===== config.mk =====
export PLATFORM = sky130hd
export DESIGN_NAME = multicycle_control
export DESIGN_NICKNAME = d
export VERILOG_FILES = /design/src/rtl/mc_pkg.sv /design/src/rtl/multicycle_control_alu_decoder.sv /design/src/rtl/multicycle_control.sv
export SDC_FILE = /design/constraint.sdc
export NUM_CORES = 1
export LEC_CHECK = 0
export ABC_CLOCK_PERIOD_IN_PS = 1350
export CAP_MARGIN = 20
export CORE_MARGIN = 1.5
export CORE_UTILIZATION = 37
export CTS_CLUSTER_SIZE = 30
export DETAILED_ROUTE_END_ITERATION = 10
export GPL_TIMING_DRIVEN = 0
export PLACE_DENSITY = 0.77
export SYNTH_ARGS = -nofsm -noshare
export SYNTH_HDL_FRONTEND = slang
export SYNTH_SLANG_ARGS = --single-unit

===== constraint.sdc =====
create_clock -name clk -period 1.35 [get_ports clk]
set_input_delay 0.2025 -clock clk [delete_from_list [all_inputs] [get_ports clk]]
set_output_delay 0.2025 -clock clk [all_outputs]
set_load 0.01 [all_outputs]

===== src/rtl/mc_pkg.sv =====
// Shared encodings for the multicycle MIPS control path: opcodes, funct codes,
// ALU operation codes and the control FSM state enumeration.
package mc_pkg;

    localparam logic [5:0] OP_RTYPE = 6'h00;
    localparam logic [5:0] OP_LW    = 6'h23;
    localparam logic [5:0] OP_SW    = 6'h2B;
    localparam logic [5:0] OP_BEQ   = 6'h04;
    localparam logic [5:0] OP_BNE   = 6'h05;
    localparam logic [5:0] OP_ADDI  = 6'h08;
    localparam logic [5:0] OP_ORI   = 6'h0D;
    localparam logic [5:0] OP_J     = 6'h02;
    localparam logic [5:0] OP_GPIN  = 6'h3F;

    localparam logic [5:0] FN_ADD = 6'h20;
    localparam logic [5:0] FN_SUB = 6'h22;
    localparam logic [5:0] FN_AND = 6'h24;
    localparam logic [5:0] FN_OR  = 6'h25;
    localparam logic [5:0] FN_SLT = 6'h2A;

    localparam logic [2:0] ALU_ADD = 3'b010;
    localparam logic [2:0] ALU_SUB = 3'b110;
    localparam logic [2:0] ALU_AND = 3'b000;
    localparam logic [2:0] ALU_OR  = 3'b001;
    localparam logic [2:0] ALU_SLT = 3'b111;

    typedef enum logic [3:0] {
        FETCH   = 4'd0,
        DECODE  = 4'd1,
        MEMADR  = 4'd2,
        MEMRD   = 4'd3,
        MEMWB   = 4'd4,
        MEMWR   = 4'd5,
        EXEC_R  = 4'd6,
        ALUWB   = 4'd7,
        BRANCH  = 4'd8,
        ADDI_EX = 4'd9,
        ORI_EX  = 4'd10,
        GPIN_EX = 4'd11,
        IMMWB   = 4'd12,
        GPIN_WB = 4'd13,
        JUMP    = 4'd14
    } state_t;

endpackage


===== src/rtl/multicycle_control_alu_decoder.sv =====
// R-type funct field decoder: maps funct to an ALU operation code and flags
// functs the data path cannot execute.
module alu_decoder
    import mc_pkg::*;
(
    input  logic [5:0] funct,
    output logic [2:0] alu_control,
    output logic       valid
);

    // Unknown functs report invalid and fall back to add.
    always_comb begin
        alu_control = ALU_ADD;
        valid       = 1'b1;
        case (funct)
            FN_ADD:  alu_control = ALU_ADD;
            FN_SUB:  alu_control = ALU_SUB;
            FN_AND:  alu_control = ALU_AND;
            FN_OR:   alu_control = ALU_OR;
            FN_SLT:  alu_control = ALU_SLT;
            default: valid       = 1'b0;
        endcase
    end

endmodule


===== src/rtl/multicycle_control.sv =====
// Moore control FSM for the multicycle MIPS data path; outputs decode the state
// register, except branch PCen (zero) and illegal_o (op/funct).
module multicycle_control
    import mc_pkg::*;
(
    input  logic       clk,
    input  logic       reset,
    input  logic [5:0] op,
    input  logic [5:0] funct,
    input  logic       zero,
    output logic       PCen,
    output logic       IorD,
    output logic       IRWrite,
    output logic       MemWrite,
    output logic       RegDst,
    output logic       MemtoReg,
    output logic       RegWrite,
    output logic       Ori,
    output logic       ALUSrcA,
    output logic [1:0] ALUSrcB,
    output logic [2:0] ALUControl,
    output logic       PCsrc,
    output logic       Jump,
    output logic       illegal_o
);

    state_t     state_r;
    state_t     next_s;
    logic [2:0] dec_alu_s;
    logic       dec_valid_s;

    alu_decoder u_alu_decoder (
        .funct       (funct),
        .alu_control (dec_alu_s),
        .valid       (dec_valid_s)
    );

    // State register; reset restarts at FETCH.
    always_ff @(posedge clk) begin
        if (reset) begin
            state_r <= FETCH;
        end else begin
            state_r <= next_s;
        end
    end

    // Output decode and next-state selection; reset silences every output.
    always_comb begin
        PCen       = 1'b0;
        IorD       = 1'b0;
        IRWrite    = 1'b0;
        MemWrite   = 1'b0;
        RegDst     = 1'b0;
        MemtoReg   = 1'b0;
        RegWrite   = 1'b0;
        Ori        = 1'b0;
        ALUSrcA    = 1'b0;
        ALUSrcB    = 2'b00;
        ALUControl = ALU_ADD;
        PCsrc      = 1'b0;
        Jump       = 1'b0;
        illegal_o  = 1'b0;
        next_s     = FETCH;
        if (reset) begin
            ALUControl = 3'b000;
        end else begin
            case (state_r)
                FETCH: begin
                    IRWrite = 1'b1;
                    ALUSrcB = 2'b01;
                    PCen    = 1'b1;
                    next_s  = DECODE;
                end
                DECODE: begin
                    ALUSrcB = 2'b11;
                    case (op)
                        OP_LW, OP_SW:   next_s = MEMADR;
                        OP_RTYPE:       next_s = EXEC_R;
                        OP_BEQ, OP_BNE: next_s = BRANCH;
                        OP_ADDI:        next_s = ADDI_EX;
                        OP_ORI:         next_s = ORI_EX;
                        OP_GPIN:        next_s = GPIN_EX;
                        OP_J:           next_s = JUMP;
                        default:        illegal_o = 1'b1;
                    endcase
                end
                MEMADR: begin
                    ALUSrcA = 1'b1;
                    ALUSrcB = 2'b10;
                    if (op == OP_LW) begin
                        next_s = MEMRD;
                    end else if (op == OP_SW) begin
                        next_s = MEMWR;
                    end else begin
                        next_s = FETCH;
                    end
                end
                MEMRD: begin
                    IorD   = 1'b1;
                    next_s = MEMWB;
                end
                MEMWB: begin
                    MemtoReg = 1'b1;
                    RegWrite = 1'b1;
                end
                MEMWR: begin
                    IorD     = 1'b1;
                    MemWrite = 1'b1;
                end
                EXEC_R: begin
                    ALUSrcA    = 1'b1;
                    ALUControl = dec_alu_s;
                    if (dec_valid_s) begin
                        next_s = ALUWB;
                    end else begin
                        illegal_o = 1'b1;
                    end
                end
                ALUWB: begin
                    RegDst   = 1'b1;
                    RegWrite = 1'b1;
                end
                BRANCH: begin
                    ALUSrcA    = 1'b1;
                    ALUControl = ALU_SUB;
                    PCsrc      = 1'b1;
                    PCen       = (op == OP_BNE) ? ~zero : zero;
                end
                ADDI_EX: begin
                    ALUSrcA = 1'b1;
                    ALUSrcB = 2'b10;
                    next_s  = IMMWB;
                end
                ORI_EX: begin
                    ALUSrcA    = 1'b1;
                    ALUSrcB    = 2'b10;
                    ALUControl = ALU_OR;
                    next_s     = IMMWB;
                end
                GPIN_EX: begin
                    ALUSrcA    = 1'b1;
                    ALUSrcB    = 2'b10;
                    Ori        = 1'b1;
                    ALUControl = ALU_OR;
                    next_s     = GPIN_WB;
                end
                IMMWB: begin
                    RegWrite = 1'b1;
                end
                GPIN_WB: begin
                    RegWrite = 1'b1;
                    Ori      = 1'b1;
                end
                JUMP: begin
                    Jump = 1'b1;
                    PCen = 1'b1;
                end
                default: begin
                    ALUControl = 3'b000;
                    next_s     = FETCH;
                end
            endcase
        end
    end

endmodule


Word-level counts from Yosys, hierarchy flattened:

Cells that the tools add are included.

* output and inout bits: 17
* register bits after elaboration: 4
* word-level logic and storage cells: 82
* input bits: 15

* bitwise gates (word level): 1
* equal/unequal tests: 27
* reductions and logical operators: 15
* mux-type cells: 38

Operators with widths (number)
* $pmux 4 s7: 2
* $eq 6x6->1 const B: 8
* $eq 4x4->1 const B: 7
* $mux 1: 26
* $pmux 3 s4: 2
* $eq 4x3->1 const B: 4
* $reduce_or 2->1: 7
* $eq 6x3->1 const B: 2
* $eq 6x4->1 const B: 2
* $mux 3: 4
* $reduce_or 11->1: 1
* $reduce_or 9->1: 1
* $eq 4x2->1 const B: 2
* $reduce_or 4->1: 2
* $eq 6x2->1 const B: 1
* $logic_not 6->1: 1
* $pmux 2 s3: 1
* $reduce_or 6->1: 1
* $reduce_or 5->1: 1
* $eq 4x1->1 const B: 1
* $logic_not 4->1: 1
* $pmux 1 s2: 2
* $mux 2: 1
* $not 1->1: 1

Longest topological paths before layout:

Gate-level depths: netlist (run 1).

* depth in word-level cells: 6
* gate-level depth with buffers: 6
* depth with buffers taken out: 4

Cells and area by module:

From an unflattened synthesis (run 1), not the netlist that was laid out.

* cell total of the unflattened synthesis: 115
* area, all modules: 785.8 um^2

By module, submodules not included
* multicycle_control: cells each 106, area each 699.4 um^2, times used 1
* alu_decoder: cells each 9, area each 86.3 um^2, times used 1

Least setup slack after synthesis (run 1):

Ideal clock, no wire load.

* path kind: reg-to-output
* start point: reg state_r[3]
* end point: out PCen
* path buffers: 1
* data required time: 1.148 ns
* stages on the path, launching flop included: 5
* arrival time: 1.258 ns
* path slack: -0.111 ns
* cell sequence: dfxtp_1 -> clkbuf_1 -> nand2_1 -> nor3_1 -> a41o_1

* cells in the longest elaborated chain, start to end: 4
* elaborated cells between the ends (all ways): 6
* classes of those cells: 2 x eq/ne; 2 x mux; 2 x reduce/logical

Ends and longest elaborated chain
* start, declared: line multicycle_control.sv:27 `state_t state_r;`
* start signal, assigned: line multicycle_control.sv:43 `state_r <= next_s;`
* $eq 4x4->1 / $logic_not 4->1 (equally long branches): line multicycle_control.sv:67 `case (state_r)`
* $reduce_or 2->1 (no line)
* $pmux 1 s2 (*): line multicycle_control.sv:67
* $mux 1 (*): line multicycle_control.sv:64 `if (reset) begin`
* end, declared: line multicycle_control.sv:11 `output logic PCen,`

Every way passes the cells marked *; elsewhere a longest branch is shown, timed or not.

Worst setup path in the final report (run 1):

* start point: reg state_r[0]
* end point: out ALUControl[2]

* cells in the longest elaborated chain, start to end: 4
* elaborated cells between the ends (all ways): 19
* classes of those cells: 14 x eq/ne; 2 x mux; 3 x reduce/logical

Ends and longest elaborated chain
* $eq 4x2->1 (tied with other cells): line multicycle_control.sv:67
* $reduce_or 11->1 (no line) / $reduce_or 2->1 (equally long branches)
* $pmux 3 s4 (*): line multicycle_control.sv:67
* $mux 3 (*): line multicycle_control.sv:64
* end, declared: line multicycle_control.sv:21 `output logic [2:0] ALUControl,`

Marks and branches as above.

==> results.txt, run 1 <==
Least-Margin Pin Slew: 0.3714 ns
CP bufs+invs: 3
Largest registers: state_r (4)
Initial Util: 0.4042
Fin. Hold Viols: 0
Die width: 47.14 um
Max FFs per register: 4
Fin cells: 206
DP Wirelength: 1720 um
Slew headroom: 0.7524
Initial antenna violation count: 0
Worst skew pair latency: 0.23 ns
Post-synth top cells: 12 x nor2_1, 8 x a21oi_1, 8 x nor3_1
Ys async rst share: 0
Yosys top cell by area: dfxtp_1
Num rows: 15
H-Tree Depth: 1
CP max FO: 4
Die area: 0.002222 sq mm
Area share of the largest cell type after synthesis: 0.1111
Routed WL: 5387 um
Syn_nets: 126
Root buf cell: clkbuf_4
Failing checks: negative setup slack
Max Clk Rate: 534.6 MHz
WP data required: 1.15 ns
Main combinational cell family by area after synthesis: simple AND/OR/NAND/NOR gates
Xor/xnor share of the synthesized area: 0.03646
Die height: 47.14 um
Wire per inst: 26.15 um
Most common cell in the synthesized netlist: nor2_1
Peak VDD IR: 0.7072 mV
Complex-gate fraction of the synthesized area: 0.2969
Area of the mapped netlist: 720.7 sq um
Post-Synthesis Cells: 111
Area grow syn2layout: 138.7%
Biggest register: state_r
Max-Cap Viols: 0
Crit path DAT: 1.67 ns
Number of flops mapped to enable cells by yosys: 0
Syn Area/Cell: 6.493 sq um
Simple-Gate Fraction of Synth Area: 0.4358
Share of cells above drive strength 1: 0.6575
CP max stage delay: 0.31 ns
Final net count: 198
Synth Area in Adders: 0.01389
Diode count: 0
Crit path kind: flop to primary output
Vias per cell: 7.068
Largest net degree at the start of global routing: 11
CTS tree: done
Slowest cell on crit path: dfxtp_2
Total Routing Usage GR: 0.3972
Post-route ant nets: 0
Mux contribution to synthesized area: 0.01389
Final Setup Violations: 21
Worst-path clk slew: 0.04 ns
Main synth FF type: dfxtp_1
Clk_skew: 0.0003528 ns
Fin. max-slew vios: 0
Post-DP Area: 0.001079 sq mm
Yosys Warn Count: 0
Final worst-path cycle share: 1.386
Final Total Pwr: 709.1 uW
Setup repair after global routing missed its margin: true
Routed vias: 1456
I/O Pins: 32
Sink Count: 4
Drt pass-1 iters: 5
Vias in the first global route: 1202
Power per cell area: 412.2 mW/mm^2
Max Root-Sink Buffers: 2
Status: complete, but fails checks
Design Area, Final: 0.001720 sq mm
Leak pwr: 0.7090 nW
Global-route wire length before repair: 6141 um
Num CTS Buffers: 3
Congestion Overflow GR: 0
Area contributors post-synth: dfxtp_1 11%, nor2_1 6.3%, a21oi_1 5.6%, nor3_1 5.6%, nand2b_1 5.2%
CP Launch Type: flop
Synth Register Bits: 4
Endpoint class of the critical path: primary output
Setup WS post-layout: -0.5205 ns
Minimum clock period after layout: 1.870 ns
CP cell instances: buf_6, buf_6, nand2b_4, nor2_4, a32oi_1, nor3_1, buf_2
Core Area: 0.001783 sq mm
Kind of cell adding the most delay to the critical path: simple AND/OR/NAND/NOR gates
Placed Cells: 166
Final GP Congestion: 0.8949
Worst hold path type: input port to flop
Most frequent CP cell: buf_6
Synth unique cells: 39
Starting DRT DRC Count: 118
Total Neg Setup Slack: -5.440 ns
Seq/Total Area, Yosys: 0.1111
Drt drc: 0
I/O Buffers: 30
==> tightest hold or removal path, delay by kind of cell <==
kind | cells | cell delay (ns)
AND/OR/NAND/NOR | 1 | 0.12
AO/OA/AOI/OAI | 1 | 0.10
buffers and inverters | 2 | 0.22
==> repair_timing <==
item	in CTS	in global routing
cloned	1	0
setup buffers	21	18
pin swaps	17	20
setup endpoints to repair	21	20
gates resized for setup	160	45
hold buffers	0	0
==> area by class of cell <==
class | instances | area, sq um
Inverter | 4 | 30.03
Timing Repair Buffer | 69 | 568.0
Multi-Input combinational cell | 92 | 863.3
Clock buffer | 3 | 22.52
Fill cell | 39 | 62.56
Sequential cell | 4 | 92.59
Buffer | 9 | 112.6
Tap cell | 25 | 31.28
==> where the power goes <==
group,total [mW],internal (mW),switching (mW)
Sequential,0.124,0.119,0.00494
Combinational,0.438,0.211,0.226
Clock,0.148,0.0994,0.0484
Total,0.709,0.429,0.280
==> cell families after synthesis <==
kind of cell	count (synthesis)
AO/OA/AOI/OAI	30
buffers and inverters	15
XOR/XNOR	3
AND/OR/NAND/NOR	57
multiplexers	1
adder cells (fa/ha/maj)	1
flip-flops	4
==> metrics by stage <==
stage	setup slack, ns	hold slack [ns]	util
after floorplan	-0.07713	0.3937	-
after global placement	-1.094	0.5082	0.6049
after detailed placement	-1.098	0.5107	0.6049
after CTS	-0.2748	0.3821	0.8175
after global routing	-0.6409	0.4924	0.9649
final	-0.5205	0.4686	0.9649
==> cells in the final DEF, fill, tap and decap left out, drive strengths merged, types with 2 or more instances in the layout <==
cell           netlist  final
nor3                 8      8
nor2                12     12
inv                  4      4
nor3b                3      3
and3                 4      4
dfxtp                4      4
clkdlybuf4s50        0      3
nand2b               6      6
a21oi                8      8
xnor2                3      3
nor4                 3      3
buf                  6     65
or4                  3      3
a211oi               3      3
nand3                2      2
or3                  3      3
nand4                4      4
o21ai                6      6
dlygate4sd2          0      5
nand2                5      5
clkbuf               5      7
nor2b                2      2
a32oi                3      3
==> layer usage <==
layer  vias to the layer above  GRT usage  part of all wire
li1                        568          -                 -
met1                       630     0.4585              0.33
met2                       184     0.6822              0.44
met3                        74    0.06923              0.14
met4                         0     0.2333              0.10
met5                         -          0                 0
==> final timing paths <==
| kind | to | slack [ns] | startpoint | cells past startpoint |
|---|---|---|---|---|
| max | ALUControl[2] | -0.52 | state_r[0] | 7 |
| min | state_r[3] | 0.47 | op[2] | 4 |
| max reg2reg | state_r[1] | -0.27 | state_r[0] | 7 |
| min reg2reg | state_r[2] | 0.64 | state_r[2] | 2 |
Note: power is estimated with default switching activity, not from simulation.
==> run 2: changes to the inputs <==
--- a/config.mk
+++ b/config.mk
@@ -9,10 +9,11 @@
 export CAP_MARGIN = 20
 export CORE_MARGIN = 1.5
 export CORE_UTILIZATION = 37
+export CTS_CLUSTER_DIAMETER = 60
 export CTS_CLUSTER_SIZE = 30
 export DETAILED_ROUTE_END_ITERATION = 10
 export GPL_TIMING_DRIVEN = 0
-export PLACE_DENSITY = 0.77
+export PLACE_DENSITY = 0.75
 export SYNTH_ARGS = -nofsm -noshare
 export SYNTH_HDL_FRONTEND = slang
 export SYNTH_SLANG_ARGS = --single-unit
==> results.txt, run 2 (synthesis gave the netlist of run 1 again) <==
Largest net degree at the start of global routing: 11 (unchanged)
Multi-input combinational cell area: 832.0 sq um (-3.6%)
Worst hold path type: input port to flop
Most common cell after layout, fill and taps aside: buf_4
HP Start: op[2]
Num rows: 15 (unchanged)
Share of cells above drive strength 1: 0.6358 (-0.02162)
WP data required: 1.15 ns (about the same)
Leak pwr: 0.6800 nW (-4.1%)
Fin. Hold Viols: 0 (unchanged)
Final net count: 190 (-4.0%)
Fin cells: 198 (-3.9%)
Least-Margin Pin Slew: 0.2787 ns (-0.09270 ns)
Power per cell area: 412.1 mW/mm^2 (about the same)
Minimum clock period after layout: 1.646 ns (-0.2246 ns)
Placed Cells: 166 (unchanged)
P_int: 416.1 uW (-3.1%)
Place WS: -1.158 ns (-0.06005 ns)
Min-Delay Endpoint: state_r[3]
Clk_skew: 0.004071 ns (+0.003718 ns)
DP Wirelength: 1792 um (+4.2%)
Drt pass-1 iters: 6 (+1)
Register-to-Register Path Depth: 4 (-3)
Worst skew pair latency: 0.23 ns (about the same)
CTS tree: done
FF-to-FF setup slack: -0.07 ns (+0.20 ns)
Wire per inst: 23.72 um (-9.3%)
Routed vias: 1381 (-5.2%)
Max FFs per register: 4 (unchanged)
Peak VDD IR: 0.5048 mV (-29%)
Biggest register: state_r
I/O Buffers: 30 (unchanged)
Slew headroom: 0.8128 (+0.06047)
Initial Util: 0.4042 (unchanged)
Fin. max-slew vios: 0 (unchanged)
Post-route ant nets: 0 (unchanged)
Total Neg Setup Slack: -3.402 ns (+2.037 ns)
Status: complete, but fails checks
I/O Pins: 32 (unchanged)
Sequential share of power: 0.186 (+0.012)
Sw Share: 0.3782 (-0.01613)
Initial antenna violation count: 0 (unchanged)
Fillers: 66 (+69%)
Die height: 47.14 um (unchanged)
Root buf cell: clkbuf_4
Num CTS Buffers: 3 (unchanged)
Worst-path clk slew: 0.04 ns (about the same)
CP max FO: 7 (+3)
Vias in the first global route: 1217 (+1.2%)
Final Util: 0.9109 (-0.05403)
Endpoint class of the critical path: primary output
CP Launch Type: flop
H-Tree Depth: 1 (unchanged)
Total Routing Usage GR: 0.3695 (-0.02765)
Final worst-path cycle share: 1.219 (-0.1664)
Commonest non-fill, non-tap cells in the layout: 24 x buf_4, 21 x buf_2, 8 x buf_6, 8 x nor2_1, 6 x a21oi_1
Die width: 47.14 um (unchanged)
Max Root-Sink Buffers: 2 (unchanged)
Starting DRT DRC Count: 134 (+14%)
NetSw: 253.1 uW (-9.5%)
Max Clk Rate: 607.6 MHz (+14%)
Sequential standard cell area: 92.59 sq um (unchanged)
Area grow syn2layout: 125.3%
Diode count: 0 (unchanged)
Combinational Power Share: 0.594 (-0.023)
Worst R2R Start: state_r[1]
Clock share of power: 0.221 (+0.013)
Core Area: 0.001783 sq mm (unchanged)
Crit path DAT: 1.44 ns (-0.23 ns)
Failing checks: negative setup slack
Drt drc: 0 (unchanged)
Setup repair after global routing missed its margin: true
Global-route wire length before repair: 5664 um (-7.8%)
Crit path kind: flop to primary output
Max-Cap Viols: 0 (unchanged)
Sink Count: 4 (unchanged)
Hold Worst Slack: 0.4310 ns (-0.03765 ns)
Vias per cell: 6.975 (-1.3%)
Final GP Congestion: 0.8565 (-4.3%)
Final Setup Violations: 19 (-9.5%)
Largest registers: state_r (4)
Setup WS post-layout: -0.2959 ns (+0.2246 ns)
Congestion Overflow GR: 0 (unchanged)
Routed WL: 4697 um (-13%)
Worst reg2reg endpoint: state_r[1]
Die area: 0.002222 sq mm (unchanged)
Hold Path Depth: 4 (unchanged)
-- run 2: cell types whose count changed in the layout (fill, tap and decap cells not counted), moves of 2 or more --
cell and delta:
buf_12 +2, buf_8 -4, clkbuf_16 +2, buf_2 +3, nand2_2 -2, dlygate4sd2_1 -4, buf_6 -9
-- run 2: critical path: stages, from the launching register on --
cell and delay, ns:
dfxtp_2 0.31, buf_6 0.13, buf_4 0.15, nor3b_4 0.21, nand3_1 0.11, nand2_1 0.10
a21oi_2 0.06, buf_2 0.14
-- run 2: power by group through the flow --
stage / Sequential, mW / Combinational [mW] / Clock, mW
after floorplan: 0.127 / 0.126 / 0
after global placement: 0.127 / 0.223 / 0
after detailed placement: 0.127 / 0.226 / 0
after CTS: 0.122 / 0.312 / 0.152
after global routing: 0.125 / 0.407 / 0.163
final: 0.124 / 0.397 / 0.148
-- run 2: worst max path at each step --
stage               cells after the start        from  slack [ns]            end
floorplan                               5       op[2]       -0.08      illegal_o
global placement                        6       op[4]       -1.09           PCen
detailed placement                      6       op[4]       -1.16           PCen
CTS                                     6       op[2]       -0.27      illegal_o
global route                            6  state_r[0]       -0.35      illegal_o
finish                                  7  state_r[0]       -0.30  ALUControl[1]
-- run 2: stage by stage --
step | total power [mW] | area (sq um)
floorplan | 0.2522 | 747.0
global placement | 0.3498 | 1079
detailed placement | 0.3538 | 1079
finish | 0.6692 | 1624
global route | 0.6950 | 1624
CTS | 0.5857 | 1464
-- run 2: timing repair --
action | in CTS | in global routing
pin swaps | 20 | 14
endpoints found under the setup margin | 21 | 19
buffers inserted | 22 | 7
gates resized for setup | 177 | 27
cloned | 1 | 0
hold buffers | 0 | 0
-- run 2: layer usage --
| layer | GRT usage | wire length (um) |
|---|---|---|
| met3 | 0.07308 | 617 |
| met1 | 0.4552 | 1596 |
| met5 | 0 | 0 |
| met4 | 0.2889 | 315 |
| met2 | 0.5589 | 2168 |
-- run 2: area by class of cell --
cell class,count,share of cell area
timing repair buffer,60,0.2797
sequential,4,0.05701
inverter,4,0.01849
buffer,10,0.09938
clock buffer,3,0.01387
tap,25,0.01926
multi-input combinational,92,0.5123
==> run 3: changes to the inputs <==
--- a/config.mk
+++ b/config.mk
@@ -8,12 +8,13 @@
 export ABC_CLOCK_PERIOD_IN_PS = 1350
 export CAP_MARGIN = 20
 export CORE_MARGIN = 1.5
-export CORE_UTILIZATION = 37
+export CORE_UTILIZATION = 39
+export CTS_BUF_LIST = sky130_fd_sc_hd__clkbuf_2
 export CTS_CLUSTER_DIAMETER = 60
 export CTS_CLUSTER_SIZE = 30
 export DETAILED_ROUTE_END_ITERATION = 10
 export GPL_TIMING_DRIVEN = 0
-export PLACE_DENSITY = 0.75
+export PLACE_DENSITY = 0.78
 export SYNTH_ARGS = -nofsm -noshare
 export SYNTH_HDL_FRONTEND = slang
 export SYNTH_SLANG_ARGS = --single-unit
==> results.txt, run 3 (synthesis gave the netlist of run 1 again) <==
Drt pass-1 iters: 5 (-1)
I/O Buffers: 30 (unchanged)
CTS tree: done
Initial antenna violation count: 0 (unchanged)
DP Wirelength: 1721 um (-4.0%)
Die width: 45.99 um (-2.4%)
HP Start: op[2]
FF-to-FF setup slack: -0.06 ns (about the same)
CP Launch Type: flop
Leak pwr: 0.6615 nW (-2.7%)
Least-Margin Pin Slew: 0.3380 ns (+0.05929 ns)
Endpoint class of the critical path: primary output
Post-route ant nets: 0 (unchanged)
Failing checks: negative setup slack
Peak VDD IR: 0.4273 mV (-15%)
Share of cells above drive strength 1: 0.6048 (-0.03105)
Diode count: 0 (unchanged)
Core Area: 0.001727 sq mm (-3.2%)
Status: complete, but fails checks
Design Area, Final: 0.001594 sq mm (-1.8%)
Worst R2R Start: state_r[2]
Final Setup Violations: 19 (unchanged)
Wire per inst: 21.85 um (-7.9%)
Largest net degree at the start of global routing: 11 (unchanged)
Worst skew pair latency: 0.21 ns (-0.02 ns)
Congestion Overflow GR: 0 (unchanged)
Final GP Congestion: 0.8874 (+3.6%)
Max Clk Rate: 613.2 MHz (+0.92%)
Worst reg2reg endpoint: state_r[1]
Vias per cell: 6.547 (-6.1%)
CP max FO: 7 (unchanged)
Vias in the first global route: 1002 (-18%)
Max-Cap Viols: 0 (unchanged)
Final net count: 184 (-3.2%)
Fillers: 68 (+3.0%)
Die height: 45.99 um (-2.4%)
Fin. max-slew vios: 0 (unchanged)
Final Util: 0.9232 (+0.01231)
Largest registers: state_r (4)
Routed WL: 4195 um (-11%)
Final worst-path cycle share: 1.208 (-0.01107)
I/O Pins: 32 (unchanged)
Crit path kind: flop to primary output
Minimum clock period after layout: 1.631 ns (-0.01495 ns)
Final Total Pwr: 610.9 uW (-8.7%)
Max Root-Sink Buffers: 2 (unchanged)
Total Routing Usage GR: 0.3026 (-0.06689)
Hold Path Depth: 4 (unchanged)
Register-to-Register Path Depth: 4 (unchanged)
Power per cell area: 383.3 mW/mm^2 (-7.0%)
Most common cell after layout, fill and taps aside: buf_2
Slew headroom: 0.7747 (-0.03819)
Initial Util: 0.4174 (+0.01318)
Drt drc: 0 (unchanged)
Commonest non-fill, non-tap cells in the layout: 18 x buf_2, 15 x buf_4, 10 x nor2_1
Worst-path clk slew: 0.05 ns (about the same)
Root buf cell: clkbuf_2
H-Tree Depth: 1 (unchanged)
Post-DP Area: 0.001079 sq mm (unchanged)
Starting DRT DRC Count: 61 (-54%)
WP data required: 1.15 ns (about the same)
Sink Count: 4 (unchanged)
Max FFs per register: 4 (unchanged)
Min-Delay Endpoint: state_r[3]
Biggest register: state_r
Placed Cells: 166 (unchanged)
Crit path DAT: 1.43 ns (about the same)
Area grow syn2layout: 121.2%
Setup repair after global routing missed its margin: true
Setup WS post-layout: -0.2809 ns (+0.01495 ns)
Fin cells: 192 (-3.0%)
Cts hold-fix bufs: 0 (unchanged)
Total Neg Setup Slack: -3.260 ns (+0.1424 ns)
Clk_skew: 0.0001824 ns (-0.003889 ns)
Num rows: 15 (unchanged)
Worst hold path type: input port to flop
Global-route wire length before repair: 4609 um (-19%)
Die area: 0.002115 sq mm (-4.8%)
Routed vias: 1257 (-9.0%)
Num CTS Buffers: 3 (unchanged)
Fin. Hold Viols: 0 (unchanged)
==> run 3: report_power, final <==
| part | switching [mW] | internal [mW] | total [mW] |
|---|---|---|---|
| combinational | 0.180 | 0.190 | 0.370 |
| clock | 0.0581 | 0.0601 | 0.118 |
| sequential | 0.00506 | 0.118 | 0.123 |
| total | 0.243 | 0.368 | 0.611 |
==> run 3: metrics by stage <==
stage	hold WS, ns	worst slack (ns)
2_1_floorplan	0.3937	-0.07713
3_3_place_gp	0.5023	-1.103
6_report	0.4605	-0.2809
4_1_cts	0.3871	-0.2696
5_1_grt	0.4514	-0.3369
3_5_place_dp	0.5007	-1.148
==> run 3: cell type report <==
cell class	instances	area, sq um	share of cell area
Timing Repair Buffer	54	457.9	0.2873
Buffer	10	168.9	0.1060
Clock buffer	3	15.01	0.009419
Tap cell	25	31.28	0.01962
Multi-Input combinational cell	92	807.0	0.5063
Sequential cell	4	92.59	0.05808
Inverter	4	21.27	0.01334
==> run 3: worst max path at each step <==
stage	startpoint	endpoint	slack [ns]
2_1_floorplan	op[2]	illegal_o	-0.08
3_3_place_gp	op[4]	PCen	-1.10
3_5_place_dp	op[4]	PCen	-1.15
4_1_cts	op[3]	illegal_o	-0.27
5_1_grt	state_r[2]	ALUControl[1]	-0.34
6_report	state_r[2]	ALUControl[1]	-0.28
==> run 3: metal layers <==
metal / part of all wire / track usage / vias up
li1: - / - / 535
met1: 0.38 / 0.3934 / 595
met2: 0.49 / 0.4833 / 102
met3: 0.084 / 0.06349 / 25
met4: 0.044 / 0.1143 / 0
met5: 0 / 0 / -
==> run 3: critical path, stage by stage, from the launching register on <==
cell,delay [ns]
dfxtp_4,0.37
buf_8,0.13
clkinvlp_4,0.13
o21ai_2,0.16
nand2_1,0.09
a21oi_1,0.17
buf_2,0.16
==> run 3: what timing repair did <==
item                       in CTS  in global routing
resized for setup             161                 29
gates cloned                    1                  1
hold endpoints to repair        0                  0
pin swaps                      19                 12
buffers inserted               15                 11
setup endpoints to repair      21                 20
